$ cat src/rtl/id_ex_stage_reg.sv
// rtl/id_ex_stage_reg.sv - ID/EX pipeline register with load-use bubble, EX stall hold, flush kill and stall watchdog
// Optional ID_EX_PERF_CNT_EN adds saturating bubble/flush event counters.
module id_ex_stage_reg #(
  parameter int DATA_WIDTH    = 32,
  parameter int ADDR_WIDTH    = 32,
  parameter int ALU_CTL_WIDTH = 4,
  parameter int STALL_LIMIT   = 255,
  parameter int CNT_WIDTH     = 32
) (
  input  logic                     clk,
  input  logic                     rst,
  input  logic                     i_dec_valid,
  input  logic [ADDR_WIDTH-1:0]    i_pc,
  input  logic [ALU_CTL_WIDTH-1:0] i_alu_ctl,
  input  logic                     i_uses_rw,
  input  logic [4:0]               i_rw_addr,
  input  logic                     i_is_mem_access,
  input  logic [DATA_WIDTH-1:0]    i_imm,
  input  logic [DATA_WIDTH-1:0]    i_rs_data,
  input  logic [DATA_WIDTH-1:0]    i_rt_data,
  input  logic                     i_lw_hazard,
  input  logic                     i_ex_stall,
  input  logic                     i_flush,
  output logic                     o_id_stall,
  output logic                     o_valid,
  output logic [ADDR_WIDTH-1:0]    o_pc,
  output logic [ALU_CTL_WIDTH-1:0] o_alu_ctl,
  output logic                     o_uses_rw,
  output logic [4:0]               o_rw_addr,
  output logic                     o_is_mem_access,
  output logic [DATA_WIDTH-1:0]    o_imm,
  output logic [DATA_WIDTH-1:0]    o_rs_data,
  output logic [DATA_WIDTH-1:0]    o_rt_data,
  output logic                     o_stall_timeout
`ifdef ID_EX_PERF_CNT_EN
  ,
  output logic [CNT_WIDTH-1:0]     o_bubble_cnt,
  output logic [CNT_WIDTH-1:0]     o_flush_cnt
`endif
);

  localparam int SCW = $clog2(STALL_LIMIT + 1);
  localparam logic [SCW-1:0] LIMIT    = SCW'(STALL_LIMIT);
  localparam logic [SCW-1:0] LIMIT_M1 = SCW'(STALL_LIMIT - 1);

  if (STALL_LIMIT < 1 || CNT_WIDTH < 1) begin : g_bad_param
    $error("id_ex_stage_reg: STALL_LIMIT and CNT_WIDTH must be >= 1");
  end

  logic           load_use;
  logic [SCW-1:0] stall_cnt;

  // A hazard only matters when decode actually holds an instruction.
  assign load_use   = i_lw_hazard & i_dec_valid;
  assign o_id_stall = ~rst & ~i_flush & (i_ex_stall | load_use);

  always_ff @(posedge clk) begin
    if (rst) begin
      o_valid         <= 1'b0;
      o_pc            <= '0;
      o_alu_ctl       <= '0;
      o_uses_rw       <= 1'b0;
      o_rw_addr       <= '0;
      o_is_mem_access <= 1'b0;
      o_imm           <= '0;
      o_rs_data       <= '0;
      o_rt_data       <= '0;
    end else if (i_flush) begin
      o_valid <= 1'b0;
    end else if (i_ex_stall) begin
      o_valid <= o_valid;
    end else if (load_use) begin
      o_valid <= 1'b0;
    end else begin
      o_valid         <= i_dec_valid;
      o_pc            <= i_pc;
      o_alu_ctl       <= i_alu_ctl;
      o_uses_rw       <= i_uses_rw;
      o_rw_addr       <= i_rw_addr;
      o_is_mem_access <= i_is_mem_access;
      o_imm           <= i_imm;
      o_rs_data       <= i_rs_data;
      o_rt_data       <= i_rt_data;
    end
  end

  // Watchdog: counts consecutive stalled cycles; timeout is sticky until reset.
  always_ff @(posedge clk) begin
    if (rst) begin
      stall_cnt       <= '0;
      o_stall_timeout <= 1'b0;
    end else if (o_id_stall) begin
      if (stall_cnt != LIMIT) stall_cnt <= stall_cnt + 1'b1;
      if (stall_cnt >= LIMIT_M1) o_stall_timeout <= 1'b1;
    end else begin
      stall_cnt <= '0;
    end
  end

`ifdef ID_EX_PERF_CNT_EN
  always_ff @(posedge clk) begin
    if (rst) begin
      o_bubble_cnt <= '0;
      o_flush_cnt  <= '0;
    end else begin
      if (~i_flush & ~i_ex_stall & load_use & ~&o_bubble_cnt)
        o_bubble_cnt <= o_bubble_cnt + 1'b1;
      if (i_flush & ~&o_flush_cnt)
        o_flush_cnt <= o_flush_cnt + 1'b1;
    end
  end
`endif

endmodule
$ cat config.mk
export PLATFORM = sky130hd
export DESIGN_NAME = id_ex_stage_reg
export DESIGN_NICKNAME = d
export VERILOG_FILES = /design/src/rtl/id_ex_stage_reg.sv
export SDC_FILE = /design/constraint.sdc
export NUM_CORES = 1
export LEC_CHECK = 0
export CELL_PAD_IN_SITES_DETAIL_PLACEMENT = 0
export CELL_PAD_IN_SITES_GLOBAL_PLACEMENT = 2
export CORE_AREA = 10 10 166 168
export CTS_CLUSTER_SIZE = 12
export DETAILED_ROUTE_END_ITERATION = 12
export DIE_AREA = 0 0 176 178
export PLACE_DENSITY = 0.91
export SYNTH_ARGS = -nofsm -noshare
export SYNTH_HDL_FRONTEND = slang
export SYNTH_SLANG_ARGS = --single-unit
$ cat constraint.sdc
create_clock -name clk -period 3.55 [get_ports clk]
set_input_delay 0.8875 -clock clk [delete_from_list [all_inputs] [get_ports clk]]
set_output_delay 0.8875 -clock clk [all_outputs]
set_load 0.01 [all_outputs]
==> Word level (Yosys, flattened, before mapping) <==
Index checks and enable logic that the tools add are counted.
{ "word_totals": {"ff_bits": 149, "input_bits": 145, "out_inout_bits": 142, "wordCells": 28} }
{ "op_classes": {"n_addsub": 1, "n_lt_le_gt_ge": 1, "n_eq_ne": 1, "muxes": 1, "bitwise_logic": 9, "n_reduce_logical": 4} }
{ "op_table": {"columns": ["operator", "count"], "rows": [
  ["adder 8 x 1 -> 8 bit (second input constant)", 1],
  [">= comparator 8 bit (second input constant)", 1],
  ["!= test 8 bit (second input constant)", 1],
  ["NOT 1 bit", 5],
  ["OR reduction 2 bit", 2],
  ["AND 1 bit", 3],
  ["AND reduction 3 bit", 1],
  ["AND reduction 2 bit", 1],
  ["2-to-1 mux 1 bit", 1],
  ["bitwise OR 1 bit", 1]
]} }

==> Depth between registers and ports, before layout <==
{ "depth": {"ltp_word": 5, "ltp_mapped": 5, "ltp_nobuf": 5} }

==> Worst setup path before layout <==
OpenSTA, ideal clock, no wires.
{ "synth_path": {"path_type": "input to output", "from": "in rst", "to": "out o_id_stall", "t_arrival_ns": 1.649, "required_time_ns": 2.663, "slack_ns": 1.014, "path_stages": 5, "n_path_buf": 2, "cell_sequence": "buf_2 or2_1 or2_1 buf_2 inv_2"} }
{ "synth_via": {"elab_chain_len": 3} }
{ "synth_lines": {"columns": ["item", "line_no", "text"], "rows": [
  ["start: declaration", "11", "input logic rst,"],
  ["NOT 1 bit", "55", "assign o_id_stall = ~rst & ~i_flush & (i_ex_stall | load_use);"],
  ["AND 1 bit (2 in a row)", "55", null],
  ["end: declaration", "24", "output logic o_id_stall,"]
]} }
No other way between the ends.

==> Final worst setup path <==
{ "layout_path": {"from": "in i_flush", "to": "out o_id_stall"} }
{ "layout_via": {"elab_chain_len": 3} }
{ "layout_lines": {"columns": ["item", "line_no", "text"], "rows": [
  ["start: declaration", "23", "input logic i_flush,"],
  ["NOT 1 bit (no source line)", null, null],
  ["AND 1 bit (2 in a row)", "55", null]
]} }
No other way between the ends.

==> out/summary.txt <==
GRT overflow -> 0
Resized Gates After CTS -> 0
Hold WC Path Type -> register to register
Top FF cell, synth -> dfxtp_1
worst-path cell chain -> clkdlybuf4s50_1, or2_1, or2_1, inv_2, clkdlybuf4s50_1
initial antenna violation count -> 0
EDFF count, synth -> 0
Antenna Nets Post-Route -> 0
Setup Viol. Count Final -> 0
PortBufs -> 286
maximum VDD drop -> 0.288 mV
number of iterations in the first detailed-routing pass -> 4
FFs w/ async S/R, synth -> 0%
DRC -> 0
commonest non-fill, non-tap cell in the layout -> clkdlybuf4s50_1
setup TNS -> 0 ns
core box area -> 24100 µm²
status -> complete, no violations
Slowest cell on crit path -> clkdlybuf4s50_1
fmax -> 0.300 GHz
htree depth -> 4
largest net degree at the start of global routing -> 98
post-route cell area -> 9030 µm²
Max FO, Critical Path -> 3
Initial Utilization -> 21.7%
Final period util -> 93.8%
Slew Viols, Final -> 0
Site Rows -> 57
number of buffers created by CTS -> 17
Max Clock Skew -> 0.00864 ns
CTS tree -> yes
DP Cell Count -> 1232
first-pass GRT wire length -> 29900 µm
fin cells -> 1263
final wirelength -> 19500 µm
Startpoint Class -> primary input
Final Util -> 37.5%
Mapped Nets -> 806
CTS Sinks -> 149
unique cell type count in the Yosys netlist -> 28
cell area after placement -> 8400 µm²
Final Hold Fails -> 0
pre-CTS setup slack -> 0.204 ns
Leak Pwr -> 3.13 nW
synth-to-layout area growth -> 72.9%
# hold bufs at CTS -> 0
Slew HR -> 32.2%
Starting DRT DRC Count -> 344
CTS clk-pin slew, worst paths -> 0.06 ns
Die Area -> 31300 µm²
die extent in x -> 176 µm
area leader, netlist -> dfxtp_1
Avg Vias per Cell -> 4.09
WL/cell -> 15.4 µm
synth top area cells -> dfxtp_1 57%, nand2_1 20%, a21oi_1 14%, buf_2 2.7%, clkbuf_1 1.4%
Net count, final -> 1074
YS warnings -> 0
Mapped Cells -> 659
Tot Pwr -> 4.25 mW
CP Data Required Time -> 2.66 ns
max incr delay on CP -> 0.55 ns
setup ws final -> 0.219 ns
Total GRT Usage -> 12.0%
post-synth top area share -> 57.1%
clock buffer depth -> 2
setup bufs post-CTS -> 0
Skew-Pair Late Insertion Delay -> 0.41 ns
Worst Hold Slack -> 0.451 ns
share of cells above drive strength 1 -> 4.90%
Final GP Congestion -> 0.722
cell area after synthesis -> 5220 µm²
Synth Register Bits -> 149
vias post-DR -> 5164
antenna diode count -> 0
sequential share of the synthesized area -> 57.1%
RSZ-0062 raised after global routing -> no
CP Data Arrival Time -> 2.44 ns
Avg Inst Size Synth -> 7.92 µm²
commonest cells after routing, fill and taps aside -> 285 x clkdlybuf4s50_1, 279 x nand2_1, 149 x dfxtp_1, 146 x a21oi_1, 17 x clkbuf_16
post-layout min period -> 3.33 ns
Max-cap violations -> 0
hold path depth -> 2
pin slew with the least headroom to its limit -> 1.02 ns
I/O Pins -> 287
r2r worst-path depth -> 4
clk root buf -> clkbuf_16
Setup crit end kind -> output pin
critical path class -> primary input to output pin
Die H -> 178 µm
Layout fillers -> 2498
number of global-route vias before repair -> 5228
dpl hpwl -> 13700 µm
pwr dens -> 471 nW/µm²
==> where the power goes <==
group / internal (mW) / switching, mW / total [mW]
registers: 1.74 / 0.0327 / 1.77
logic: 0.301 / 0.219 / 0.520
clock network: 1.21 / 0.752 / 1.96
==> final timing paths <==
path                   start               to  slack, ns
min          o_stall_timeout  o_stall_timeout       0.45
max reg2reg     stall_cnt[1]     stall_cnt[1]       2.15
min reg2reg  o_stall_timeout  o_stall_timeout       0.45
max                  i_flush       o_id_stall       0.22
==> layout make-up <==
| cell class | count | area [µm²] | share of cell area (%) |
|---|---|---|---|
| timing repair buffer | 297 | 2970 | 32.9 |
| clock inverter | 13 | 195 | 2.16 |
| clock buffer | 18 | 439 | 4.86 |
| sequential | 149 | 2980 | 33.0 |
| inverter | 4 | 15.0 | 0.166 |
| multi-input combinational | 458 | 2030 | 22.4 |
| tap | 324 | 405 | 4.49 |
==> synthesized netlist by cell type, types with 3 or more instances <==
master / n
a21oi_1: 146
a31oi_1: 3
buf_2: 28
clkbuf_1: 20
dfxtp_1: 149
inv_1: 3
nand2_1: 279
nand3_1: 3
nor3_1: 4
==> routing by layer <==
layer	vias to the layer above	track usage [%]	share of wire [%]	wire length, µm
li1	2663	-	-	-
met4	0	2.76	0.80	155
met1	2309	13.8	42	8190
met5	-	0	0	0
met3	8	6.30	11	2080
met2	184	19.2	46	9050
==> flip-flops by register name, indices dropped and copies added (netlist names) <==
| register | cells |
|---|---|
| o_rs_data | 32 |
| o_is_mem_access | 1 |
| o_rt_data | 32 |
| o_alu_ctl | 4 |
| stall_cnt | 8 |
| o_valid | 1 |
| o_pc | 32 |
| o_uses_rw | 1 |
| o_rw_addr | 5 |
| o_stall_timeout | 1 |
| o_imm | 32 |
==> critical path: cells and delay by family <==
family | cells | cell delay [ns]
buf+inv | 3 | 1.02
simple gates | 2 | 0.53
==> logic make-up (layout without fill, tap and decap cells) <==
group,after synthesis,in the layout,share of synthesized area [%]
buffers and inverters,52,332,4.41
DFF,149,149,57.1
xor gates and xnor gates,2,2,0.335
adders and majority gates,2,2,0.479
AOI/OAI and AO/OA,156,156,15.4
and+or+nand+nor,298,298,22.3
No activity file was read; power rests on OpenSTA's default activity.
